$ cat src/rtl/branch_pkg.sv
// Shared definitions for the EX-stage branch redirect sequencer:
// select codes, FSM encoding and control-flow classification.
package branch_pkg;

  localparam logic [5:0] SEL_JAL  = 6'd3;
  localparam logic [5:0] SEL_JALR = 6'd4;
  localparam logic [5:0] SEL_BEQ  = 6'd5;
  localparam logic [5:0] SEL_BNE  = 6'd6;
  localparam logic [5:0] SEL_BLT  = 6'd7;
  localparam logic [5:0] SEL_BGE  = 6'd8;
  localparam logic [5:0] SEL_BLTU = 6'd9;
  localparam logic [5:0] SEL_BGEU = 6'd10;

  localparam int DRAIN_W = 2;

  typedef enum logic [1:0] {
    ST_IDLE     = 2'd0,
    ST_REDIRECT = 2'd1,
    ST_DRAIN    = 2'd2
  } state_e;

  typedef enum logic [1:0] {
    KIND_NONE = 2'd0,
    KIND_JUMP = 2'd1,
    KIND_COND = 2'd2
  } kind_e;

  function automatic kind_e classify(input logic [5:0] code);
    kind_e k;
    case (code)
      SEL_JAL, SEL_JALR:                         k = KIND_JUMP;
      SEL_BEQ, SEL_BNE, SEL_BLT, SEL_BGE,
      SEL_BLTU, SEL_BGEU:                        k = KIND_COND;
      default:                                   k = KIND_NONE;
    endcase
    return k;
  endfunction

endpackage

$ cat src/rtl/branch_target_gen.sv
// Combinational redirect target: pc+imm for JAL/branches,
// (rs1+imm) with bit 0 cleared for JALR. Wraps modulo 2^32.
module branch_target_gen
  import branch_pkg::*;
(
  input  logic [5:0]  sel,
  input  logic [31:0] pc,
  input  logic [31:0] imm,
  input  logic [31:0] rs1,
  output logic [31:0] target
);

  logic        is_jalr;
  logic [31:0] base;
  logic [31:0] sum;

  always_comb begin
    is_jalr = (sel == SEL_JALR);
    base    = is_jalr ? rs1 : pc;
    sum     = base + imm;
    target  = is_jalr ? (sum & ~32'h1) : sum;
  end

endmodule

$ cat src/rtl/branch_redirect_ctrl.sv
// Redirect sequencer for the not-taken-predicted pipeline: issues a registered
// PC redirect, sequences IF/ID and ID/EX flushes, and counts resolutions.
module branch_redirect_ctrl
  import branch_pkg::*;
#(
  parameter int FLUSH_CYCLES = 2,
  parameter int CNT_W        = 32
) (
  input  logic             clk,
  input  logic             reset,
  input  logic             ex_valid,
  input  logic [5:0]       ex_aluSelect,
  input  logic             branch_taken,
  input  logic [31:0]      ex_pc,
  input  logic [31:0]      ex_imm,
  input  logic [31:0]      ex_rs1,
  input  logic             stall,
  output logic             pc_sel,
  output logic [31:0]      pc_target,
  output logic             flush_ifid,
  output logic             flush_idex,
  output logic             busy,
  output logic [CNT_W-1:0] branch_count,
  output logic [CNT_W-1:0] redirect_count
);

  localparam logic [CNT_W-1:0]   CNT_ONE    = {{(CNT_W-1){1'b0}}, 1'b1};
  localparam logic [DRAIN_W-1:0] DRAIN_LOAD = DRAIN_W'(FLUSH_CYCLES - 1);

  state_e              state_q, state_d;
  logic [DRAIN_W-1:0]  drain_q, drain_d;
  logic [31:0]         pc_target_q, pc_target_d;
  logic                pc_sel_q, pc_sel_d;
  logic                flush_ifid_q, flush_ifid_d;
  logic                flush_idex_q, flush_idex_d;
  logic                busy_q, busy_d;
  logic [CNT_W-1:0]    branch_count_q, branch_count_d;
  logic [CNT_W-1:0]    redirect_count_q, redirect_count_d;

  kind_e               kind;
  logic                accept;
  logic                redirect;
  logic [31:0]         target;

  branch_target_gen u_target (
    .sel    (ex_aluSelect),
    .pc     (ex_pc),
    .imm    (ex_imm),
    .rs1    (ex_rs1),
    .target (target)
  );

  always_comb begin
    kind     = classify(ex_aluSelect);
    accept   = ex_valid && !stall && (state_q == ST_IDLE) && (kind != KIND_NONE);
    redirect = accept && ((kind == KIND_JUMP) || branch_taken);
  end

  always_comb begin
    state_d          = state_q;
    drain_d          = drain_q;
    pc_target_d      = pc_target_q;
    branch_count_d   = branch_count_q;
    redirect_count_d = redirect_count_q;

    if (accept && kind == KIND_COND) branch_count_d = branch_count_q + CNT_ONE;
    if (redirect)                    redirect_count_d = redirect_count_q + CNT_ONE;

    case (state_q)
      ST_IDLE: begin
        if (redirect) begin
          state_d     = ST_REDIRECT;
          pc_target_d = target;
        end
      end
      ST_REDIRECT: begin
        if (!stall) begin
          if (FLUSH_CYCLES > 1) begin
            state_d = ST_DRAIN;
            drain_d = DRAIN_LOAD;
          end else begin
            state_d = ST_IDLE;
          end
        end
      end
      ST_DRAIN: begin
        // drain_q counts remaining IF/ID-only flush cycles, including this one
        if (!stall) begin
          if (drain_q <= DRAIN_W'(1)) begin
            state_d = ST_IDLE;
            drain_d = '0;
          end else begin
            drain_d = drain_q - DRAIN_W'(1);
          end
        end
      end
      default: begin
        state_d = ST_IDLE;
        drain_d = '0;
      end
    endcase

    // Outputs are registered from the next state so they appear one cycle after the decision
    pc_sel_d     = (state_d == ST_REDIRECT);
    flush_idex_d = (state_d == ST_REDIRECT);
    flush_ifid_d = (state_d == ST_REDIRECT) || (state_d == ST_DRAIN);
    busy_d       = (state_d != ST_IDLE);
  end

  always_ff @(posedge clk or posedge reset) begin
    if (reset) begin
      state_q          <= ST_IDLE;
      drain_q          <= '0;
      pc_target_q      <= '0;
      pc_sel_q         <= 1'b0;
      flush_ifid_q     <= 1'b0;
      flush_idex_q     <= 1'b0;
      busy_q           <= 1'b0;
      branch_count_q   <= '0;
      redirect_count_q <= '0;
    end else begin
      state_q          <= state_d;
      drain_q          <= drain_d;
      pc_target_q      <= pc_target_d;
      pc_sel_q         <= pc_sel_d;
      flush_ifid_q     <= flush_ifid_d;
      flush_idex_q     <= flush_idex_d;
      busy_q           <= busy_d;
      branch_count_q   <= branch_count_d;
      redirect_count_q <= redirect_count_d;
    end
  end

  assign pc_sel         = pc_sel_q;
  assign pc_target      = pc_target_q;
  assign flush_ifid     = flush_ifid_q;
  assign flush_idex     = flush_idex_q;
  assign busy           = busy_q;
  assign branch_count   = branch_count_q;
  assign redirect_count = redirect_count_q;

endmodule

$ cat config.mk
export PLATFORM = sky130hd
export DESIGN_NAME = branch_redirect_ctrl
export DESIGN_NICKNAME = d
export VERILOG_FILES = /design/src/rtl/branch_pkg.sv /design/src/rtl/branch_target_gen.sv /design/src/rtl/branch_redirect_ctrl.sv
export SDC_FILE = /design/constraint.sdc
export NUM_CORES = 1
export LEC_CHECK = 0
export ABC_CLOCK_PERIOD_IN_PS = 3490
export CAP_MARGIN = 20
export CORE_MARGIN = 4
export CORE_UTILIZATION = 47
export DETAILED_ROUTE_END_ITERATION = 10
export PLACE_DENSITY = 0.81
export REMOVE_ABC_BUFFERS = 1
export SLEW_MARGIN = 20
export SYNTH_ARGS = -nofsm -noshare
export SYNTH_HDL_FRONTEND = slang
export SYNTH_SLANG_ARGS = --single-unit
$ cat constraint.sdc
create_clock -name clk -period 3.49 [get_ports clk]
set_input_delay 0.349 -clock clk [delete_from_list [all_inputs] [get_ports clk]]
set_output_delay 0.349 -clock clk [all_outputs]
set_load 0.1 [all_outputs]
==> out/summary.md, run 1 <==
Clock root buffer master: sky130_fd_sc_hd__clkbuf_16. After global routing the overflow that remains totals 0. The logs give 0.528 for the combinational group share of total power and 0 for the total of warnings raised by yosys. Fraction of final layout cells sized beyond drive strength 1: 0.1366. Area of the multi-input gates: 3731 um^2. Setup repair after global routing left no endpoint under its margin.

The logs give 15670 um^2 for the full die area and 2577 um^2 for the combined flip-flop and latch cell area. The maximum clock frequency is 305.0 MHz, and the ratio of routed vias to standard cells is 5.237. The first global-routing pass estimated 27.51 mm of wire. The run gives 0.6795 mV as the largest vdd supply drop.

The tree built by TritonCTS fans out to 103 sinks. Total global-route track usage: 0.2085. The launch instance of the worst register-to-register path is state_q[0]$_DFF_PP0_. The run gives 2688 uW as the reported net switching power. The final standard cell count with taps included and fillers excluded was 1106. The worst hold path cell count was 1; the area of the mapped netlist was 6454 um^2. The tools report the number of buffers added by the clock tree synthesis step as 9.

The count of input and output buffers is 206. The die is 125.2 um wide. 0 antenna diodes ended up in the layout. Critical path start-end classification: in2reg. TritonCTS built the clock tree.

The final weighted congestion in routability-driven placement came out at 0.8516. The run gives 16.38 mm as the detailed-route wire length. The tool flagged a number of max-cap violations equal to 0. The detailed router finished its first iteration with 308 violations. The part of the Yosys area used for sequential elements is 0.3994, and the count of cells along the worst register-to-register path is 8. The power after layout is 5373 uW. The run gives 340 ps as the clock latency on the worst-skew pair.

Power spread over the standard cell area amounts to 571.8 nW/um^2. The register share of total power was 0.291; the synthesized instance count was 671. The setup check on the worst reg-to-reg path leaves a slack of 1020 ps. In this run the remaining antenna-violating nets after routing total 0. Final hold analysis gives a worst-case slack of 470.6 ps. The total area inside the core boundary comes to 13350 um^2. Worst hold-check path type: reg2reg. The area added between synthesis and finish is 45.60%, and the arrival time reported for the critical path endpoint is 3550 ps. The maximum fanout count along the critical path was 5.

The worst setup path is launched from an input port. The buffer count from post-CTS setup fixing is 0. The initial standard-cell utilization of the core is 0.4835, and the slew of the pin with the lowest slew margin is 1031 ps. The tools report the worst slew slack as a fraction of its limit as 0.3104.

The internal power of the cells totals 2685 uW. The mean routed wirelength per cell was 14.81 um. The clock network power share is 0.181, and the shortest period the worst path allows is 3279 ps. Setup violations remaining at the end of the flow were counted as 0. In this run the vertical extent of the chip is 125.2 um. Final count of pins violating max slew: 0.

The number of standard-cell rows in the floorplan was 42. The tools report the number of global-route vias before repair as 5802. The switching power share of the total came out at 0.5003. The clock arrives with 8.793 ps of skew. The level count of the clock H-tree is 3, and the layout net count is 1075.

STA classifies the critical path endpoint as a register. Maximum number of pins on one net before global-route repair: 71. The run gives 0 as the number of antenna violations at the first check in global routing. The fraction of registers with async set/reset works out to 1.000. The logs give 4 for the number of detailed-route iterations in the first pass and 1090 for the number of cells after detailed placement. The startpoint identified for the worst hold timing path is redirect_count[31]$_DFFE_PP0P_. In this run, synthesis produced a sequential element count of 103. For the count of unresolved DRC violations after routing, the log shows 0. No sink is reached through more buffers than the 2 on the longest clock path. In the synthesized netlist the dominant register cell turns out to be sky130_fd_sc_hd__dfrtp_1. The final core area utilization is 0.7040.

The tools report the worst endpoint required time as 3770 ps. After clock tree synthesis, the clock-pin slew on the worst setup and hold paths is 80 ps. The flow ran to the end, and the final reports show no timing, DRC or antenna violations. The HPWL after detailed placement is 13.17 mm.

The run gives 64 as the count of distinct cell types in the synthesized netlist. After synthesis, the mean cell area works out to 9.618 um^2. In this run, synthesis inferred 0 flip-flops with an integrated enable.

207 I/O pins were placed. For this design the static power due to leakage is 0.004176 uW. The end point of the worst hold path was redirect_count[31]$_DFFE_PP0P_. The portion of the clock cycle consumed by the worst path in the final layout was 0.9395; the number of hold violations in the final report was 0. The tools report the end of the worst register-to-register path as branch_count[20]$_DFFE_PP0P_.

For this block, the via count after detailed routing is 5792. The layout has 1049 filler cells.
[registers in the layout, summed over array words and instances, names as in the netlist]
name / cells
branch_count: 32
pc_target: 32
redirect_count: 32
drain_q: 2
state_q: 2
busy: 1
flush_idex: 1
flush_ifid: 1
[synth_stat cells, drive strengths merged, types with 2 or more instances]
library cell	count	area share
o211ai	7	0.0081
a21boi	2	0.0023
o21ai	45	0.035
inv	23	0.013
clkbuf	13	0.0078
o31ai	6	0.0070
or3	3	0.0029
ha	42	0.081
and4	4	0.0058
and2	4	0.0041
nor3	10	0.0085
xnor2	62	0.084
nand3	27	0.021
a21o	8	0.0093
and3	13	0.014
or4	3	0.0041
a21oi	35	0.027
dfrtp	103	0.40
o21a	6	0.0070
nand4	24	0.023
nand2b	5	0.0060
nand2	88	0.053
or2	2	0.0019
o2111ai	2	0.0027
o21bai	4	0.0047
mux2	34	0.060
a211oi	5	0.0058
xor2	25	0.034
a31oi	2	0.0019
nor4	4	0.0085
o31a	4	0.0054
nor2b	3	0.0029
buf	5	0.0045
nor2	33	0.019
[power groups by stage]
stage               logic (uW)  registers, uW  clock network, uW
finish                    2840           1560                974
global route              2980           1590               1050
CTS                       2850           1560               1010
detailed placement        2850           1580                  0
global placement          2820           1580                  0
floorplan                  562           3040                  0
[worst max-delay path, stage by stage]
cell,delay [ps]
sky130_fd_sc_hd__clkdlybuf4s50_1,470
sky130_fd_sc_hd__nor2b_1,190
sky130_fd_sc_hd__nand3_2,160
sky130_fd_sc_hd__mux2_2,260
sky130_fd_sc_hd__ha_1,160
sky130_fd_sc_hd__inv_1,60
sky130_fd_sc_hd__fa_1,380
sky130_fd_sc_hd__nand2b_1,180
sky130_fd_sc_hd__a21oi_1,250
sky130_fd_sc_hd__o21ai_1,180
sky130_fd_sc_hd__nand4_1,160
sky130_fd_sc_hd__a311oi_2,160
sky130_fd_sc_hd__or4_1,490
sky130_fd_sc_hd__nand3_1,100
[cells by family after synthesis]
kind of cell,count (synthesis),synth area share
muxes,35,0.06146
xor gates and xnor gates,87,0.1181
and+or+nand+nor,226,0.1797
DFF,103,0.3994
adders and majority gates,43,0.08453
AOI/OAI and AO/OA,136,0.1313
buffers and inverters,41,0.02559
[repair_timing]
action	CTS	global route
gates resized for setup	0	3
endpoints found under the setup margin	0	4
hold buffers	0	0
[routing by layer]
metal	routed length, um	up-vias	GRT usage	share of wire
met4	487	0	0.08418	0.030
li1	-	2899	-	-
met2	7965	171	0.3581	0.49
met1	7120	2690	0.2632	0.43
met3	804	32	0.03284	0.049
met5	0	-	0	0
[through the flow]
stage	setup TNS [ps]	instance area, um^2	worst slack, ps
after floorplan	-1613	6375	-215.1
after global placement	-134.0	9090	-38.75
after detailed placement	-1125	9090	-148.5
after CTS	0	9382	203.0
after global routing	0	9397	1.480
final	0	9397	211.1
[layout by cell type (no fill, tap or decap), types with 4 or more instances in the layout]
master,synthesis,routed
sky130_fd_sc_hd__nand2b_1,4,4
sky130_fd_sc_hd__nand2_1,86,86
sky130_fd_sc_hd__a21o_1,8,8
sky130_fd_sc_hd__buf_4,2,54
sky130_fd_sc_hd__o31a_1,4,4
sky130_fd_sc_hd__clkdlybuf4s50_1,0,206
sky130_fd_sc_hd__ha_1,42,42
sky130_fd_sc_hd__clkbuf_16,0,9
sky130_fd_sc_hd__and3_1,11,11
sky130_fd_sc_hd__nor3_1,9,9
sky130_fd_sc_hd__inv_1,23,22
sky130_fd_sc_hd__o211ai_1,7,7
sky130_fd_sc_hd__o21a_1,6,6
sky130_fd_sc_hd__mux2_2,33,33
sky130_fd_sc_hd__xnor2_1,62,62
sky130_fd_sc_hd__o21bai_1,4,4
sky130_fd_sc_hd__a211oi_1,5,5
sky130_fd_sc_hd__o31ai_1,6,5
sky130_fd_sc_hd__o21ai_0,43,43
sky130_fd_sc_hd__xor2_1,25,25
sky130_fd_sc_hd__dfrtp_1,103,103
sky130_fd_sc_hd__nor2_1,33,33
sky130_fd_sc_hd__a21oi_1,35,34
sky130_fd_sc_hd__nand4_1,24,24
sky130_fd_sc_hd__nand3_1,27,26
[worst max-delay path by stage]
stage	slack (ps)	from	cells after the start	to
2_1_floorplan	-220	ex_aluSelect[2]	13	pc_target[24]$_DFFE_PP0P_
3_3_place_gp	-40	ex_aluSelect[5]	14	pc_target[31]$_DFFE_PP0P_
3_5_place_dp	-150	ex_aluSelect[5]	14	pc_target[27]$_DFFE_PP0P_
4_1_cts	200	ex_aluSelect[5]	14	pc_target[27]$_DFFE_PP0P_
5_1_grt	1	ex_aluSelect[2]	13	pc_target[23]$_DFFE_PP0P_
6_report	210	ex_aluSelect[2]	14	pc_target[28]$_DFFE_PP0P_
[layout make-up]
class / instances / area share
inverter: 23 / 0.009454
timing repair buffer: 261 / 0.2647
sequential: 103 / 0.2743
tap: 176 / 0.02344
multi-input combinational: 527 / 0.3971
clock buffer: 9 / 0.02397
clock inverter: 7 / 0.007057
No activity file was read; power rests on OpenSTA's default activity.
==> run 2, diff against run 1 <==
--- a/config.mk
+++ b/config.mk
@@ -7,9 +7,10 @@
 export LEC_CHECK = 0
 export ABC_CLOCK_PERIOD_IN_PS = 3490
 export CAP_MARGIN = 20
-export CORE_MARGIN = 4
+export CORE_MARGIN = 3
 export CORE_UTILIZATION = 47
 export DETAILED_ROUTE_END_ITERATION = 10
+export GPL_TIMING_DRIVEN = 0
 export PLACE_DENSITY = 0.81
 export REMOVE_ABC_BUFFERS = 1
 export SLEW_MARGIN = 20
==> out/summary.md, run 2 (synthesis results as in run 1) <==
The flow ran to the end, and the final reports show no timing, DRC or antenna violations. Combined flip-flop and latch cell area: 2577 um^2 (unchanged). For the deepest clock path buffer count, the log shows 2 (unchanged). For the count of unresolved DRC violations after routing, the log shows 0 (unchanged). The run gives 0.515 (-0.013) as the combinational group share of total power.

The full die area came out at 15170 um^2 (-3.2%). The layout net count was 1025 (-4.7%); the sink count of the clock tree was 103 (unchanged). Critical path start-end classification: in2reg. The ratio of routed vias to standard cells is 5.381 (+2.8%). Post-CTS clock slew at the launch and capture registers of the worst setup and hold paths: 70 ps (about the same). The final total negative setup slack was 0 ps (unchanged); the number of global-route vias before repair was 5500 (-5.2%). The logs give 0 (unchanged) for the number of hold violations in the final report and 780 ps (-240 ps) for the reg-to-reg setup timing slack. Compared with the post-synthesis result, the final layout area differs by 41.74%.

The run gives 0.003960 uW (-5.2%) as the leakage power total. The fraction of final layout cells sized beyond drive strength 1 was 0.1035 (-0.03303); the worst slew slack as a fraction of its limit was 0.3175 (+0.007063). The worst setup path is captured at a register. The logs give 0.8357 (-1.9%) for the final weighted congestion in routability-driven placement and 42 (unchanged) for the number of standard-cell rows in the floorplan. The tools report the clock root buffer master as sky130_fd_sc_hd__clkbuf_16.

For the final core area utilization, the log shows 0.6853 (-0.01865). The total global-route track usage is 0.2097 (+0.001209). The top cell types in the final layout, fill and taps aside, are sky130_fd_sc_hd__clkdlybuf4s50_1, sky130_fd_sc_hd__dfrtp_1, sky130_fd_sc_hd__nand2_1, sky130_fd_sc_hd__xnor2_1, sky130_fd_sc_hd__o21ai_0. Number of antenna violations at the first check in global routing: 0 (unchanged).

The die height is 123.2 um (-1.6%), and the worst endpoint required time is 3710 ps (-60 ps). The internal cell power is 2763 uW (+2.9%), and the detailed-route wire length is 15.99 mm (-2.4%). The logs give 409.7 ps (-60.88 ps) for the worst hold slack across all endpoints and 0.286 (-0.005) for the register share of total power. The maximum clock frequency was 294.2 MHz (-3.5%). Leaving out fill and tap cells, the most frequent cell in the layout is sky130_fd_sc_hd__clkdlybuf4s50_1.

The portion of the clock cycle consumed by the worst path in the final layout is 0.9738 (+0.03434), and the reported net switching power is 2640 uW (-1.8%). The clock latency on the worst-skew pair is 340 ps (about the same), and the slew of the pin with the lowest slew margin is 1021 ps (-10.56 ps). The final global-route overflow total was 0 (unchanged); the final HPWL from detailed placement was 12.07 mm (-8.4%).

For the arrival time reported for the critical path endpoint, the log shows 3620 ps (+70 ps). The number of DRC markers in iteration 0 was 317 (+2.9%). The tools report the area of the core region as 13350 um^2 (unchanged). The maximum fanout count along the critical path is 28 (+23).

The final-report setup violation count is 0 (unchanged). The number of buffers added by the clock tree synthesis step came out at 9 (unchanged). The run gives 0 (unchanged) as the final count of pins violating max slew. The clock network power share is 0.199 (+0.018), and the hold buffer count at CTS is 0 (unchanged). The number of routed nets with antenna violations was 0 (unchanged); the initial standard-cell utilization of the core was 0.4835 (unchanged).

The mean routed wirelength per cell was 15.16 um (+2.3%); the largest vdd supply drop was 0.3467 mV (-49%). The count of input and output buffers is 206 (unchanged). Switching power share of the total: 0.4886 (-0.01172).

The power per cell area was 590.6 nW/um^2 (+3.3%); the total number of vias was 5677 (-2.0%). The final standard cell count with taps included and fillers excluded was 1055 (-4.6%); the maximum number of pins on one net before global-route repair was 74 (+4.2%). The worst hold-check path type is in2async.

The level count of the clock H-tree was 3 (unchanged); the number of inserted filler cells in the final layout was 1074 (+2.4%). The logs give 0 (unchanged) for the max-capacitance violation count and 5 (+1) for the number of detailed-route iterations in the first pass. The die boundary width is 123.2 um (-1.6%), and the final clock skew is 7.189 ps (-1.604 ps).

The worst setup path is launched from an input port. The wire length of the first global-routing pass is 25.56 mm (-7.1%), and the count of cells along the worst register-to-register path is 7 (-1). TritonCTS built the clock tree. For the number of cells after detailed placement, the log shows 1037 (-4.9%). The number of diodes came out at 0 (unchanged). For the I/O pin count, the log shows 207 (unchanged).

The shortest period the worst path allows is 3399 ps (+119.8 ps), and the area of the multi-input gates is 3806 um^2 (+2.0%).
-- run 2: final timing paths --
kind	startpoint	end
min in group clk	branch_count[31]$_DFFE_PP0P_	branch_count[31]$_DFFE_PP0P_
max in group asynchronous	reset	pc_target[17]$_DFFE_PP0P_
min	reset	branch_count[21]$_DFFE_PP0P_
max reg2reg	state_q[1]$_DFF_PP0_	redirect_count[21]$_DFFE_PP0P_
min reg2reg	branch_count[31]$_DFFE_PP0P_	branch_count[31]$_DFFE_PP0P_
max	ex_aluSelect[3]	pc_target[19]$_DFFE_PP0P_
-- run 2: stage by stage --
stage | power (uW) | cell area [um^2] | setup slack, ps
finish | 5403 | 9148 | 91.27
global route | 5661 | 9148 | -9.097
floorplan | 3597 | 6375 | -215.1
CTS | 5434 | 9062 | 9.299
global placement | 4309 | 8657 | -1690
detailed placement | 4338 | 8715 | -568.2
-- run 2: per-layer routing --
metal	track usage	part of all wire	vias to the layer above
met5	0	0	-
met4	0.05952	0.0084	0
met3	0.03980	0.057	13
met2	0.3653	0.50	172
met1	0.2654	0.43	2688
li1	-	-	2804
-- run 2: final cells by class --
type                    instances  area share
repair buffers                211      0.2333
well taps                     176     0.02407
inverters                      23    0.009985
multi-input cells             527      0.4161
flip-flops and latches        103      0.2818
clock inverters                 6     0.01012
clock buffers                   9     0.02462
-- run 2: timing repair --
action                     in CTS  in global routing
cloned                          0                  0
setup buffers                   1                  2
setup endpoints to repair       8                 13
resized for setup               5                 19
pin swaps                       3                 11
-- run 2: critical path, stage by stage --
cell and delay, ps:
sky130_fd_sc_hd__clkdlybuf4s50_1 570, sky130_fd_sc_hd__nor2b_4 80, sky130_fd_sc_hd__nand3_4 140, sky130_fd_sc_hd__buf_12 200, sky130_fd_sc_hd__mux2_2 360, sky130_fd_sc_hd__ha_1 340
sky130_fd_sc_hd__a211oi_1 290, sky130_fd_sc_hd__o21bai_1 140, sky130_fd_sc_hd__a21o_1 200, sky130_fd_sc_hd__a21oi_1 350, sky130_fd_sc_hd__o31ai_1 160, sky130_fd_sc_hd__xor2_1 160
sky130_fd_sc_hd__mux2_2 270
-- run 2: power groups by stage --
| stage | Clock [uW] | Combinational [uW] | Sequential, uW |
|---|---|---|---|
| floorplan | 0 | 562 | 3040 |
| global placement | 0 | 2750 | 1560 |
| detailed placement | 0 | 2770 | 1560 |
| CTS | 1100 | 2790 | 1550 |
| global route | 1150 | 2930 | 1580 |
| finish | 1070 | 2780 | 1540 |
